--- config.mk ---
export PLATFORM = sky130hd
export DESIGN_NAME = inst_dec_pipe
export DESIGN_NICKNAME = d
export VERILOG_FILES = /design/src/rtl/inst_dec_pkg.sv /design/src/rtl/inst_imm_gen.sv /design/src/rtl/inst_dec_pipe.sv
export SDC_FILE = /design/constraint.sdc
export NUM_CORES = 1
export LEC_CHECK = 0
export BUFFER_PORTS_ARGS = -buffer_cell sky130_fd_sc_hd__buf_4
export CORE_UTILIZATION = 57
export CTS_BUF_LIST = sky130_fd_sc_hd__clkbuf_4 sky130_fd_sc_hd__clkbuf_8
export CTS_CLUSTER_DIAMETER = 80
export CTS_CLUSTER_SIZE = 40
export DETAILED_ROUTE_END_ITERATION = 6
export GPL_TIMING_DRIVEN = 1
export PLACE_DENSITY = 0.82
export SYNTH_ARGS = -nofsm -noshare
export SYNTH_HDL_FRONTEND = slang
export SYNTH_SLANG_ARGS = --single-unit
--- constraint.sdc ---
create_clock -name clk -period 3.41 [get_ports clk]
set_clock_uncertainty 0.1 [all_clocks]
set_input_delay 0 -clock clk [delete_from_list [all_inputs] [get_ports clk]]
set_output_delay 0 -clock clk [all_outputs]
set_load 0.01 [all_outputs]
--- src/rtl/inst_dec_pkg.sv ---
// Shared types and constants for the instruction-decode stage.
// Optional feature macro used by this slice: INST_DEC_PIPE_ILLEGAL_EN.
package inst_dec_pkg;

    // Instruction format code carried with every decoded entry.
    typedef enum logic [2:0] {
        FMT_R = 3'd0,
        FMT_I = 3'd1,
        FMT_S = 3'd2,
        FMT_B = 3'd3,
        FMT_U = 3'd4,
        FMT_J = 3'd5
    } fmt_e;

    // Buffer occupancy of the main/skid storage pair.
    typedef enum logic [1:0] {
        OCC_EMPTY = 2'd0,
        OCC_ONE   = 2'd1,
        OCC_TWO   = 2'd2
    } occ_e;

    localparam logic [6:0] OPC_OP     = 7'b0110011;
    localparam logic [6:0] OPC_OP_IMM = 7'b0010011;
    localparam logic [6:0] OPC_LOAD   = 7'b0000011;
    localparam logic [6:0] OPC_JALR   = 7'b1100111;
    localparam logic [6:0] OPC_SYSTEM = 7'b1110011;
    localparam logic [6:0] OPC_STORE  = 7'b0100011;
    localparam logic [6:0] OPC_BRANCH = 7'b1100011;
    localparam logic [6:0] OPC_LUI    = 7'b0110111;
    localparam logic [6:0] OPC_AUIPC  = 7'b0010111;
    localparam logic [6:0] OPC_JAL    = 7'b1101111;

    // Decoded fields stored per buffered instruction (pc/imm are kept
    // separately because their width follows XLEN).
    typedef struct packed {
        logic [6:0] opcode;
        logic [2:0] func3;
        logic [6:0] func7;
        logic [4:0] rs1;
        logic [4:0] rs2;
        logic [4:0] rd;
        fmt_e       fmt;
        logic       illegal;
    } dec_fields_t;

endpackage

--- src/rtl/inst_imm_gen.sv ---
// Combinational format classifier and sign-extended immediate generator.
// Illegal-encoding detection is compiled in with INST_DEC_PIPE_ILLEGAL_EN.
module inst_imm_gen
    import inst_dec_pkg::*;
#(
    parameter int XLEN = 32
) (
    input  logic [31:0]     inst,
    output fmt_e            fmt,
    output logic [XLEN-1:0] imm,
    output logic            illegal
);

    fmt_e        fmt_s;
    logic [31:0] imm32_s;
    logic [XLEN-1:0] imm_ext_s;

    // Classify the instruction format from its major opcode.
    always_comb begin
        fmt_s = FMT_R;
        case (inst[6:0])
            OPC_OP:                                  fmt_s = FMT_R;
            OPC_OP_IMM, OPC_LOAD, OPC_JALR, OPC_SYSTEM: fmt_s = FMT_I;
            OPC_STORE:                               fmt_s = FMT_S;
            OPC_BRANCH:                              fmt_s = FMT_B;
            OPC_LUI, OPC_AUIPC:                      fmt_s = FMT_U;
            OPC_JAL:                                 fmt_s = FMT_J;
            default:                                 fmt_s = FMT_R;
        endcase
    end

    // Assemble the 32-bit immediate for the detected format.
    always_comb begin
        imm32_s = 32'd0;
        case (fmt_s)
            FMT_I:   imm32_s = {{20{inst[31]}}, inst[31:20]};
            FMT_S:   imm32_s = {{20{inst[31]}}, inst[31:25], inst[11:7]};
            FMT_B:   imm32_s = {{19{inst[31]}}, inst[31], inst[7], inst[30:25], inst[11:8], 1'b0};
            FMT_U:   imm32_s = {inst[31:12], 12'd0};
            FMT_J:   imm32_s = {{11{inst[31]}}, inst[31], inst[19:12], inst[20], inst[30:21], 1'b0};
            default: imm32_s = 32'd0;
        endcase
    end

    // Signed cast extends bit 31 up to XLEN (a no-op when XLEN is 32).
    assign imm_ext_s = XLEN'($signed(imm32_s));

`ifdef INST_DEC_PIPE_ILLEGAL_EN
    // Flag unsupported encodings and force them to a neutral R/zero decode.
    always_comb begin
        illegal = (inst[1:0] != 2'b11) || ((fmt_s == FMT_R) && (inst[6:0] != OPC_OP));
        if (illegal) begin
            fmt = FMT_R;
            imm = {XLEN{1'b0}};
        end else begin
            fmt = fmt_s;
            imm = imm_ext_s;
        end
    end
`else
    // Without illegal detection, unknown opcodes simply decode as R.
    always_comb begin
        illegal = 1'b0;
        fmt     = fmt_s;
        imm     = imm_ext_s;
    end
`endif

endmodule

--- src/rtl/inst_dec_pipe.sv ---
// Registered instruction-decode stage with valid/ready on both sides and a
// two-entry (main + skid) buffer. Optional macro: INST_DEC_PIPE_ILLEGAL_EN.
module inst_dec_pipe
    import inst_dec_pkg::*;
#(
    parameter int XLEN = 32
) (
    input  logic            clk,
    input  logic            rst,
    input  logic            in_valid,
    output logic            in_ready,
    input  logic [31:0]     in_inst,
    input  logic [XLEN-1:0] in_pc,
    input  logic            flush,
    output logic            out_valid,
    input  logic            out_ready,
    output logic [XLEN-1:0] out_pc,
    output logic [6:0]      opcode,
    output logic [2:0]      func3,
    output logic [6:0]      func7,
    output logic [4:0]      rs1,
    output logic [4:0]      rs2,
    output logic [4:0]      rd,
    output logic [2:0]      fmt,
    output logic [XLEN-1:0] imm,
    output logic            illegal
);

    occ_e            state_q, state_d;
    logic            in_ready_q, in_ready_d;
    logic            out_valid_q, out_valid_d;
    dec_fields_t     main_q, main_d, skid_q, skid_d, new_s;
    logic [XLEN-1:0] main_pc_q, main_pc_d, skid_pc_q, skid_pc_d;
    logic [XLEN-1:0] main_imm_q, main_imm_d, skid_imm_q, skid_imm_d;
    fmt_e            gen_fmt_s;
    logic [XLEN-1:0] gen_imm_s;
    logic            gen_illegal_s;
    logic            accept_s, deliver_s;

    inst_imm_gen #(.XLEN(XLEN)) u_imm_gen (
        .inst    (in_inst),
        .fmt     (gen_fmt_s),
        .imm     (gen_imm_s),
        .illegal (gen_illegal_s)
    );

    // Decode the incoming word so only stored fields ever reach the outputs.
    always_comb begin
        new_s.opcode  = in_inst[6:0];
        new_s.func3   = in_inst[14:12];
        new_s.func7   = in_inst[31:25];
        new_s.rs1     = in_inst[19:15];
        new_s.rs2     = in_inst[24:20];
        new_s.rd      = in_inst[11:7];
        new_s.fmt     = gen_fmt_s;
        new_s.illegal = gen_illegal_s;
    end

    assign accept_s  = in_valid && in_ready_q;
    assign deliver_s = out_valid_q && out_ready;

    // Occupancy next-state and main/skid load selection; flush wins over all.
    always_comb begin
        state_d    = state_q;
        main_d     = main_q;
        skid_d     = skid_q;
        main_pc_d  = main_pc_q;
        skid_pc_d  = skid_pc_q;
        main_imm_d = main_imm_q;
        skid_imm_d = skid_imm_q;
        if (flush) begin
            state_d = OCC_EMPTY;
        end else begin
            case (state_q)
                OCC_EMPTY: begin
                    if (accept_s) begin
                        main_d     = new_s;
                        main_pc_d  = in_pc;
                        main_imm_d = gen_imm_s;
                        state_d    = OCC_ONE;
                    end else begin
                        state_d = OCC_EMPTY;
                    end
                end
                OCC_ONE: begin
                    if (accept_s && deliver_s) begin
                        main_d     = new_s;
                        main_pc_d  = in_pc;
                        main_imm_d = gen_imm_s;
                        state_d    = OCC_ONE;
                    end else if (accept_s) begin
                        skid_d     = new_s;
                        skid_pc_d  = in_pc;
                        skid_imm_d = gen_imm_s;
                        state_d    = OCC_TWO;
                    end else if (deliver_s) begin
                        state_d = OCC_EMPTY;
                    end else begin
                        state_d = OCC_ONE;
                    end
                end
                OCC_TWO: begin
                    if (deliver_s) begin
                        main_d     = skid_q;
                        main_pc_d  = skid_pc_q;
                        main_imm_d = skid_imm_q;
                        state_d    = OCC_ONE;
                    end else begin
                        state_d = OCC_TWO;
                    end
                end
                default: state_d = OCC_EMPTY;
            endcase
        end
        in_ready_d  = (state_d != OCC_TWO);
        out_valid_d = (state_d != OCC_EMPTY);
    end

    // State and storage registers with synchronous reset.
    always_ff @(posedge clk) begin
        if (rst) begin
            state_q     <= OCC_EMPTY;
            in_ready_q  <= 1'b1;
            out_valid_q <= 1'b0;
            main_q      <= '{opcode: 7'd0, func3: 3'd0, func7: 7'd0, rs1: 5'd0, rs2: 5'd0,
                             rd: 5'd0, fmt: FMT_R, illegal: 1'b0};
            skid_q      <= '{opcode: 7'd0, func3: 3'd0, func7: 7'd0, rs1: 5'd0, rs2: 5'd0,
                             rd: 5'd0, fmt: FMT_R, illegal: 1'b0};
            main_pc_q   <= {XLEN{1'b0}};
            skid_pc_q   <= {XLEN{1'b0}};
            main_imm_q  <= {XLEN{1'b0}};
            skid_imm_q  <= {XLEN{1'b0}};
        end else begin
            state_q     <= state_d;
            in_ready_q  <= in_ready_d;
            out_valid_q <= out_valid_d;
            main_q      <= main_d;
            skid_q      <= skid_d;
            main_pc_q   <= main_pc_d;
            skid_pc_q   <= skid_pc_d;
            main_imm_q  <= main_imm_d;
            skid_imm_q  <= skid_imm_d;
        end
    end

    assign in_ready  = in_ready_q;
    assign out_valid = out_valid_q;
    assign out_pc    = main_pc_q;
    assign opcode    = main_q.opcode;
    assign func3     = main_q.func3;
    assign func7     = main_q.func7;
    assign rs1       = main_q.rs1;
    assign rs2       = main_q.rs2;
    assign rd        = main_q.rd;
    assign fmt       = main_q.fmt;
    assign imm       = main_imm_q;
    assign illegal   = main_q.illegal;

endmodule

==> impl_metrics.toml, run 1 <==
[flow_run]
drv_cap = 0

[floorplanning]
start_util_pct = 59.2
fp.dieW_um = 123
core_area_um2 = 14100
dieArea_um2 = 15100
rows = 43
ioPinCount = 171
die_height_um = 123

[clocking]
path_clk_slew_ps = 210
worstSkewPairLatency_ps = 540
cts_buffers = 11
post-cts-setup-buffers = 0
cts_tree = "done"
cts-hold-fix-buffers = 80
clockBufferDepth = 3
htreeDepth = 1
cts_sinks = 202
root_buffer = "clkbuf_8"
ctsResizeCount = 0

[timing]
fin_setup_tns_ps = 0
timing.fmax_mhz = 324
worst_slew_pin_slew_ps = 960
setup_violations = 0
maxSlewHeadroom_pct = 36.0
fin_crit_ps = 3090
hold_viol = 0
rsz0062_at_grt = "false"
report.final.slew_viol_count = 0
finalCritPeriodShare_pct = 90.6

[yosys]
ys_warn_count = 0
post_synth_inst_count = 1029
synth_area_um2 = 8340
syn_avg_cell_area_um2 = 8.10
syn_nets = 1101
seq_area_frac_synth_pct = 48.5
ys_ff_latch = 202
ys_types = 51

[global_routing]
gr-usage-all-layers_pct = 30.3
grt_pass1_wl_um = 36900
grt_remaining_overflow = 0
grt_max_degree = 134
grt_pass1_vias = 7407
grt_antenna_before_repair = 0

[power]
p_leak_nw = 4.19
p_comb_share_pct = 14.8
ir_drop_mv = 0.359
switching_share_pct = 27.5
power_density_nw_per_um2 = 414
seq_power_share_pct = 56.9
intPower_mw = 3.19
p_clk_share_pct = 28.3
power_switching_mw = 1.21

[layout]
final_common_cell = "nand2_1"
drive_gt1_share_pct = 17.8
antenna-diode-count = 0
n_fill_cell = 1072
most-common-layout-cells = "287 x nand2_1, 202 x dfxtp_1, 183 x buf_4"
fin_nets = 1283
layout.cells.non_filler = 1395
area_delta_synth_final_pct = 27.6

[placement]
gp_congestion = 0.892
dp_hpwl_um = 13900
port_buffers = 169
dp_cells = 1298

[setup_path]
crit_path_frequent_cell = "buf_4"
startpoint_type = "primary input"
path_class = "in -> reg"
crit_required_ps = 3740
crit_arrival_ps = 3410
cp_max_fo = 18
cp_top_family = "compound AO/OA/AOI/OAI gates"
cpPeakStageDelay_ps = 730
path_cells = "dlygate4sd3_1 -> buf_4 -> and4bb_1 -> nand2_1 -> ha_1 -> a41oi_2 -> a21oi_2 -> buf_4 -> a32oi_1 -> a21oi_1"
critPathCaptureType = "flop"
cp_slowest_cell = "a21oi_2"
cp.buffers_inverters = 3

[detailed_routing]
first_pass_iters = 5
via_per_inst = 5.92
vias = 8257
ant_nets = 0
drt_wl_total_um = 23500
drtIter0Drc = 906
drcViolationCount = 0
post_drt_wl_per_cell_um = 16.8

[run_status]
status = "completed"

[min_path]
hp-class = "in -> reg"
-- state kept, by name, indices dropped and copies added (netlist names) --
| register | cells |
|---|---|
| skid_q | 35 |
| imm | 32 |
| out_pc | 32 |
| skid_imm_q | 32 |
| skid_pc_q | 32 |
| func7 | 7 |
| opcode | 7 |
| rd | 5 |
| rs1 | 5 |
| rs2 | 5 |
| fmt | 3 |
| func3 | 3 |
| state_q | 2 |
| in_ready | 1 |
| out_valid | 1 |
-- cell type report --
type	count	area (um2)	share of cell area [%]
sequential	202	4040	38.0
multi-input combinational	727	3870	36.3
timing repair buffer	265	2210	20.8
tap	180	225	2.12
clock buffer	11	151	1.42
clock inverter	6	124	1.16
inverter	4	15.0	0.141
-- kinds of logic (layout without fill, tap and decap cells) --
group | Yosys count | after routing | share of synthesized area (%)
AO/OA/AOI/OAI | 302 | 302 | 25.1
adder cells (fa/ha/maj) | 3 | 3 | 0.450
flip-flops | 202 | 202 | 48.5
buffers and inverters | 100 | 286 | 5.45
other | 1 | 1 | 0.0450
AND/OR/NAND/NOR | 421 | 421 | 20.5
-- power by group through the flow --
stage	Sequential [mW]	Combinational [mW]	Clock, mW
CTS	2.51	0.641	1.27
detailed placement	2.55	0.574	0
floorplan	2.59	0.262	0
global route	2.52	0.704	1.36
finish	2.51	0.651	1.25
global placement	2.55	0.567	0
-- path summary, 6_finish.rpt --
path / startpoint / endpoint / slack, ps / cells past startpoint
worst min register to register: skid_imm_q[21]$_SDFFE_PP0P_ / skid_imm_q[21]$_SDFFE_PP0P_ / 360 / 2
worst min-delay path: in_pc[29] / skid_pc_q[29]$_SDFFE_PP0P_ / 150 / 4
worst max-delay path: in_inst[3] / imm[21]$_SDFFE_PP0P_ / 320 / 10
worst max register to register: state_q[0]$_SDFF_PP0_ / out_pc[8]$_SDFFE_PP0P_ / 380 / 7
-- tightest hold or removal path: stages --
cell,delay (ps)
dlygate4sd3_1,540
buf_4,140
nand2_1,50
a21oi_1,50
-- Yosys cell counts, drive strengths merged --
| library cell | count | area share (%) |
|---|---|---|
| nor3 | 5 | 0.44 |
| a32o | 10 | 1.2 |
| o221ai | 5 | 0.53 |
| and2b | 1 | 0.090 |
| a21o | 13 | 1.2 |
| and3 | 6 | 0.45 |
| o31ai | 1 | 0.090 |
| o211ai | 2 | 0.18 |
| nand4b | 1 | 0.11 |
| a21oi | 104 | 6.5 |
| and4bb | 1 | 0.15 |
| clkbuf | 57 | 2.6 |
| a32oi | 23 | 2.4 |
| o21ai | 47 | 2.8 |
| dfxtp | 202 | 48 |
| nand2b | 2 | 0.15 |
| a31oi | 4 | 0.30 |
| a41oi | 1 | 0.20 |
| a311oi | 69 | 7.2 |
| conb | 1 | 0.045 |
| and4 | 1 | 0.11 |
| o2111a | 1 | 0.14 |
| or2 | 1 | 0.075 |
| a211oi | 4 | 0.42 |
| o2111ai | 1 | 0.11 |
| buf | 39 | 2.7 |
| nand3 | 5 | 0.36 |
| and4b | 2 | 0.24 |
| a21boi | 1 | 0.090 |
| nand4 | 2 | 0.15 |
| and2 | 3 | 0.23 |
| a221oi | 9 | 0.95 |
| ha | 3 | 0.45 |
| inv | 4 | 0.18 |
| nor2b | 4 | 0.30 |
| nand3b | 2 | 0.18 |
| a22oi | 2 | 0.18 |
| nand2 | 288 | 13 |
| or3b | 1 | 0.14 |
| a221o | 5 | 0.60 |
| nor2 | 96 | 4.3 |
-- per-layer routing --
metal / vias up / GRT usage [%] / part of all wire [%]
met2: 353 / 49.7 / 47
met3: 54 / 5.44 / 8.5
met4: 0 / 9.30 / 2.9
met1: 3879 / 40.5 / 42
li1: 3971 / - / -
met5: - / 0 / 0
-- through the flow --
| stage | instance area [um2] | setup WS [ps] | utilization [%] | hold WS (ps) | total power [mW] |
|---|---|---|---|---|---|
| after floorplan | 8340 | 916 | - | 36.0 | 2.85 |
| after global placement | 9560 | 626 | 67.9 | 157 | 3.12 |
| after detailed placement | 9560 | 498 | 67.9 | 167 | 3.13 |
| after CTS | 10600 | 444 | 75.5 | 145 | 4.41 |
| after global routing | 10600 | 163 | 75.5 | 148 | 4.58 |
| final | 10600 | 322 | 75.5 | 145 | 4.41 |
No activity file was read; power rests on OpenSTA's default activity.
==> inputs of run 2 (changes only) <==
==> constraint.sdc (replaced) <==
create_clock -name clk -period 3.41 [get_ports clk]
set_clock_uncertainty 0.1 [all_clocks]
set_input_delay 0.1705 -clock clk [delete_from_list [all_inputs] [get_ports clk]]
set_output_delay 0.1705 -clock clk [all_outputs]
set_load 0.01 [all_outputs]
==> run 2 against run 1 <==
Global-route usage is 0.38 points lower. Largest cell class unchanged. Sequential share of layout area up 0.51 points. Die area unchanged. Fmax fell by 2.8%. Highest routed layer unchanged. Cell area shrank 1.3%. Hold slack worse by 120 ps. Count of clock-buffer cells in the layout unchanged. Critical endpoint is now imm[30]$_SDFFE_PP0P_. Non-clock buffer count down 16.
==> impl_metrics.toml, run 2 (same netlist as run 1, synthesis figures left out) <==
[power]
p_leak_nw = 4.10
power_density_nw_per_um2 = 415
power.total_mw = 4.36
ir_drop_mv = 0.437

[timing]
rsz0062_at_grt = "false"
report.final.slew_viol_count = 0
setup_violations = 0
finalCritPeriodShare_pct = 93.2
timing.fmax_mhz = 315
hold_viol = 0
holdWs_ps = 23.0
fin_crit_ps = 3180
setup_slack_ps = 232
worst_slew_pin_slew_ps = 1030
fin_setup_tns_ps = 0
maxSlewHeadroom_pct = 31.3

[global_routing]
gr-usage-all-layers_pct = 29.9
grt_antenna_before_repair = 0
grt_pass1_wl_um = 36100
grt_remaining_overflow = 0
grt_max_degree = 110
grt_pass1_vias = 7123

[floorplanning]
dieArea_um2 = 15100
rows = 43
core_area_um2 = 14100
die_height_um = 123
start_util_pct = 59.2
fp.dieW_um = 123
ioPinCount = 171

[placement]
pre_cts_ws_ps = 339
port_buffers = 169
gp_congestion = 0.891
dp_hpwl_um = 14000

[setup_path]
r2r_start = "in_ready$_SDFF_PP1_"
cp.buffers_inverters = 2
crit_path_frequent_cell = "a21oi_1"
cp_max_fo = 11
crit_arrival_ps = 3400
cp_top_family = "compound AO/OA/AOI/OAI gates"
critPathCaptureType = "flop"
path_class = "in -> reg"
crit_required_ps = 3630
ff2ff_path_depth = 7
startpoint_type = "primary input"
rr_endpoint = "imm[30]$_SDFFE_PP0P_"
cp_slowest_cell = "a21oi_1"
cpPeakStageDelay_ps = 780
r2r_setup_slack_ps = 540
path_cells = "dlygate4sd3_1 -> buf_4 -> and4bb_1 -> nand2_1 -> ha_1 -> a41oi_2 -> a21oi_2 -> a21oi_1 -> a21oi_1"
critical_path_depth = 9

[detailed_routing]
drt_wl_total_um = 23300
via_per_inst = 5.88
first_pass_iters = 5
drcViolationCount = 0
drtIter0Drc = 810
ant_nets = 0
post_drt_wl_per_cell_um = 16.9
vias = 8115

[flow_run]
drv_cap = 0

[layout]
area_delta_synth_final_pct = 25.9
fin_nets = 1267
antenna-diode-count = 0
most-common-layout-cells = "287 x nand2_1, 202 x dfxtp_1, 179 x buf_4"
final-seq-area_um2 = 4040
multi_input_area_um2 = 3870
drive_gt1_share_pct = 17.8
n_fill_cell = 1093
final_util_pct = 74.5
top_register = "skid_q"
final_common_cell = "nand2_1"
largest_reg_flops = 35

[clocking]
cts_tree = "done"
ctsResizeCount = 0
worstSkewPairLatency_ps = 520
htreeDepth = 1
root_buffer = "clkbuf_8"
post-cts-setup-buffers = 0
path_clk_slew_ps = 180
cts_buffers = 11
clockBufferDepth = 3
cts_sinks = 202
cts-hold-fix-buffers = 66

[min_path]
hp-class = "in -> reg"
hold_depth = 4
worstHoldStart = "out_ready"
whs_endpoint = "state_q[1]$_SDFF_PP0_"

[run_status]
status = "completed"
-- run 2: how the worst max path moves through the flow --
stage	start	to
4_1_cts	in_inst[3]	imm[30]$_SDFFE_PP0P_
3_5_place_dp	in_inst[3]	imm[23]$_SDFFE_PP0P_
2_1_floorplan	in_inst[2]	imm[11]$_SDFFE_PP0P_
6_report	in_inst[3]	imm[30]$_SDFFE_PP0P_
3_3_place_gp	in_inst[3]	imm[24]$_SDFFE_PP0P_
5_1_grt	in_inst[2]	imm[28]$_SDFFE_PP0P_
-- run 2: final cells by class --
class / instances / share of cell area (%)
sequential: 202 / 38.5
multi-input combinational: 727 / 36.8
timing repair buffer: 249 / 19.9
tap: 180 / 2.14
clock buffer: 11 / 1.44
clock inverter: 6 / 1.08
inverter: 4 / 0.143
-- run 2: metal layers --
layer | up-vias | share of wire [%] | track usage, %
li1 | 3944 | - | -
met3 | 46 | 8.3 | 5.26
met4 | 0 | 2.7 | 9.53
met2 | 372 | 46 | 48.6
met1 | 3753 | 43 | 40.3
met5 | - | 0 | 0
-- run 2: worst min-delay path, cell delays in order --
cell,delay (ps)
buf_4,90
nand2_1,80
a22oi_1,180
nor3_1,90
-- run 2: where the power goes --
group,switching [mW],total [mW],internal (mW)
registers,0.0530,2.51,2.46
logic,0.345,0.646,0.301
clock network,0.834,1.21,0.372
-- run 2: stage by stage --
step                      cells  cell area, um2
after global placement     1296            9570
after detailed placement   1296            9570
after global routing       1379           10500
after floorplan            1029            8340
final                      1379           10500
after CTS                  1379           10500
==> inputs of run 3 (changes only) <==
--- a/config.mk
+++ b/config.mk
@@ -12,7 +12,7 @@
 export CTS_CLUSTER_SIZE = 40
 export DETAILED_ROUTE_END_ITERATION = 6
 export GPL_TIMING_DRIVEN = 1
-export PLACE_DENSITY = 0.82
+export PLACE_DENSITY = 0.89
 export SYNTH_ARGS = -nofsm -noshare
 export SYNTH_HDL_FRONTEND = slang
 export SYNTH_SLANG_ARGS = --single-unit
==> run 3 against run 2 <==
Register-to-register slack about the same. Hold slack better by 66 ps. Final cell count down 0.15%. Count of clock-buffer cells in the layout is 1 higher. Via count grew 3.3%. First-iteration DRC count increased by 27%. Critical path depth unchanged. Cell area down 0.70%. Fmax increased by 0.73%.
==> impl_metrics.toml, run 3 (same netlist as run 1, synthesis figures left out) <==
[clocking]
root_buffer = "clkbuf_8"
cts_tree = "done"
post-cts-setup-buffers = 0
ctsResizeCount = 0
htreeDepth = 1
worstSkewPairLatency_ps = 510
clockBufferDepth = 3
cts_sinks = 202
path_clk_slew_ps = 160
cts_buffers = 11

[layout]
area_delta_synth_final_pct = 25.0
most-common-layout-cells = "287 x nand2_1, 202 x dfxtp_1, 180 x buf_4"
drive_gt1_share_pct = 17.8
largest_reg_flops = 35
top_register = "skid_q"
final_common_cell = "nand2_1"
antenna-diode-count = 0
n_fill_cell = 1038
fin_nets = 1265

[detailed_routing]
drcViolationCount = 0
first_pass_iters = 5
vias = 8383
drt_wl_total_um = 24300
via_per_inst = 6.09
drtIter0Drc = 1028
ant_nets = 0
post_drt_wl_per_cell_um = 17.7

[timing]
rsz0062_at_grt = "false"
report.final.slew_viol_count = 0
hold_viol = 0
fin_crit_ps = 3150
holdWs_ps = 89.0
setup_violations = 0
worst_slew_pin_slew_ps = 974
finalCritPeriodShare_pct = 92.5
timing.fmax_mhz = 317
fin_setup_tns_ps = 0
maxSlewHeadroom_pct = 35.0

[flow_run]
drv_cap = 0

[global_routing]
grt_pass1_wl_um = 37800
gr-usage-all-layers_pct = 31.4
grt_pass1_vias = 7453
grt_max_degree = 145
grt_antenna_before_repair = 0
grt_remaining_overflow = 0

[setup_path]
startpoint_type = "primary input"
crit_arrival_ps = 3420
critPathCaptureType = "flop"
path_class = "in -> reg"
cp_max_fo = 11
crit_required_ps = 3680

[floorplanning]
start_util_pct = 59.2
fp.dieW_um = 123
rows = 43
core_area_um2 = 14100
die_height_um = 123
ioPinCount = 171
dieArea_um2 = 15100

[placement]
dp_hpwl_um = 14100
port_buffers = 169
gp_congestion = 0.930

[power]
ir_drop_mv = 0.378
p_leak_nw = 4.07
power_density_nw_per_um2 = 415

[min_path]
hp-class = "in -> reg"

[run_status]
status = "completed"
run 3: layer usage:
layer | share of wire (%) | up-vias | global-route usage [%]
li1 | - | 3941 | -
met1 | 40 | 3891 | 40.9
met2 | 48 | 469 | 51.7
met3 | 8.5 | 82 | 5.35
met4 | 4.0 | 0 | 12.5
met5 | 0 | - | 0
run 3: critical path, stage by stage:
cell and delay (ps):
dlygate4sd3_1 540, buf_4 170, and4bb_1 490, nand2_1 330, ha_1 420, a41oi_2 270
a21oi_2 100, a21oi_1 770, a21oi_1 150
run 3: final cells by class:
| type | instances | area [um2] | share of cell area [%] |
|---|---|---|---|
| Clock buffer | 12 | 165 | 1.58 |
| Clock inverter | 5 | 68.8 | 0.660 |
| Inverter | 4 | 15.0 | 0.144 |
| Multi-Input combinational cell | 727 | 3870 | 37.1 |
| Sequential cell | 202 | 4040 | 38.8 |
| Tap cell | 180 | 225 | 2.16 |
| Timing Repair Buffer | 247 | 2040 | 19.6 |
run 3: path summary, 6_finish.rpt:
path,startpoint,slack [ps],to,cells after the start
setup / recovery,in_inst[3],260,imm[20]$_SDFFE_PP0P_,9
hold / removal,out_ready,90,state_q[1]$_SDFF_PP0_,4
setup reg to reg,in_ready$_SDFF_PP1_,550,imm[20]$_SDFFE_PP0P_,7
hold reg to reg,skid_imm_q[22]$_SDFFE_PP0P_,360,skid_imm_q[22]$_SDFFE_PP0P_,2
run 3: repair_timing:
action / in CTS / in global routing
hold endpoints to repair: 188 / 0
hold buffers: 65 / 0
endpoints found under the setup margin: 0 / 0
run 3: through the flow:
step	instances	worst slack [ps]	total power, mW	utilization [%]	area [um2]
floorplan	1029	745	2.85	-	8340
global placement	1295	511	3.12	67.7	9540
detailed placement	1295	357	3.13	67.7	9540
CTS	1377	321	4.32	74.0	10400
global route	1377	166	4.50	74.0	10400
finish	1377	255	4.33	74.0	10400
run 3: power breakdown:
group	switching, mW	internal [mW]
sequential	0.0558	2.45
clock	0.746	0.424
combinational	0.351	0.299
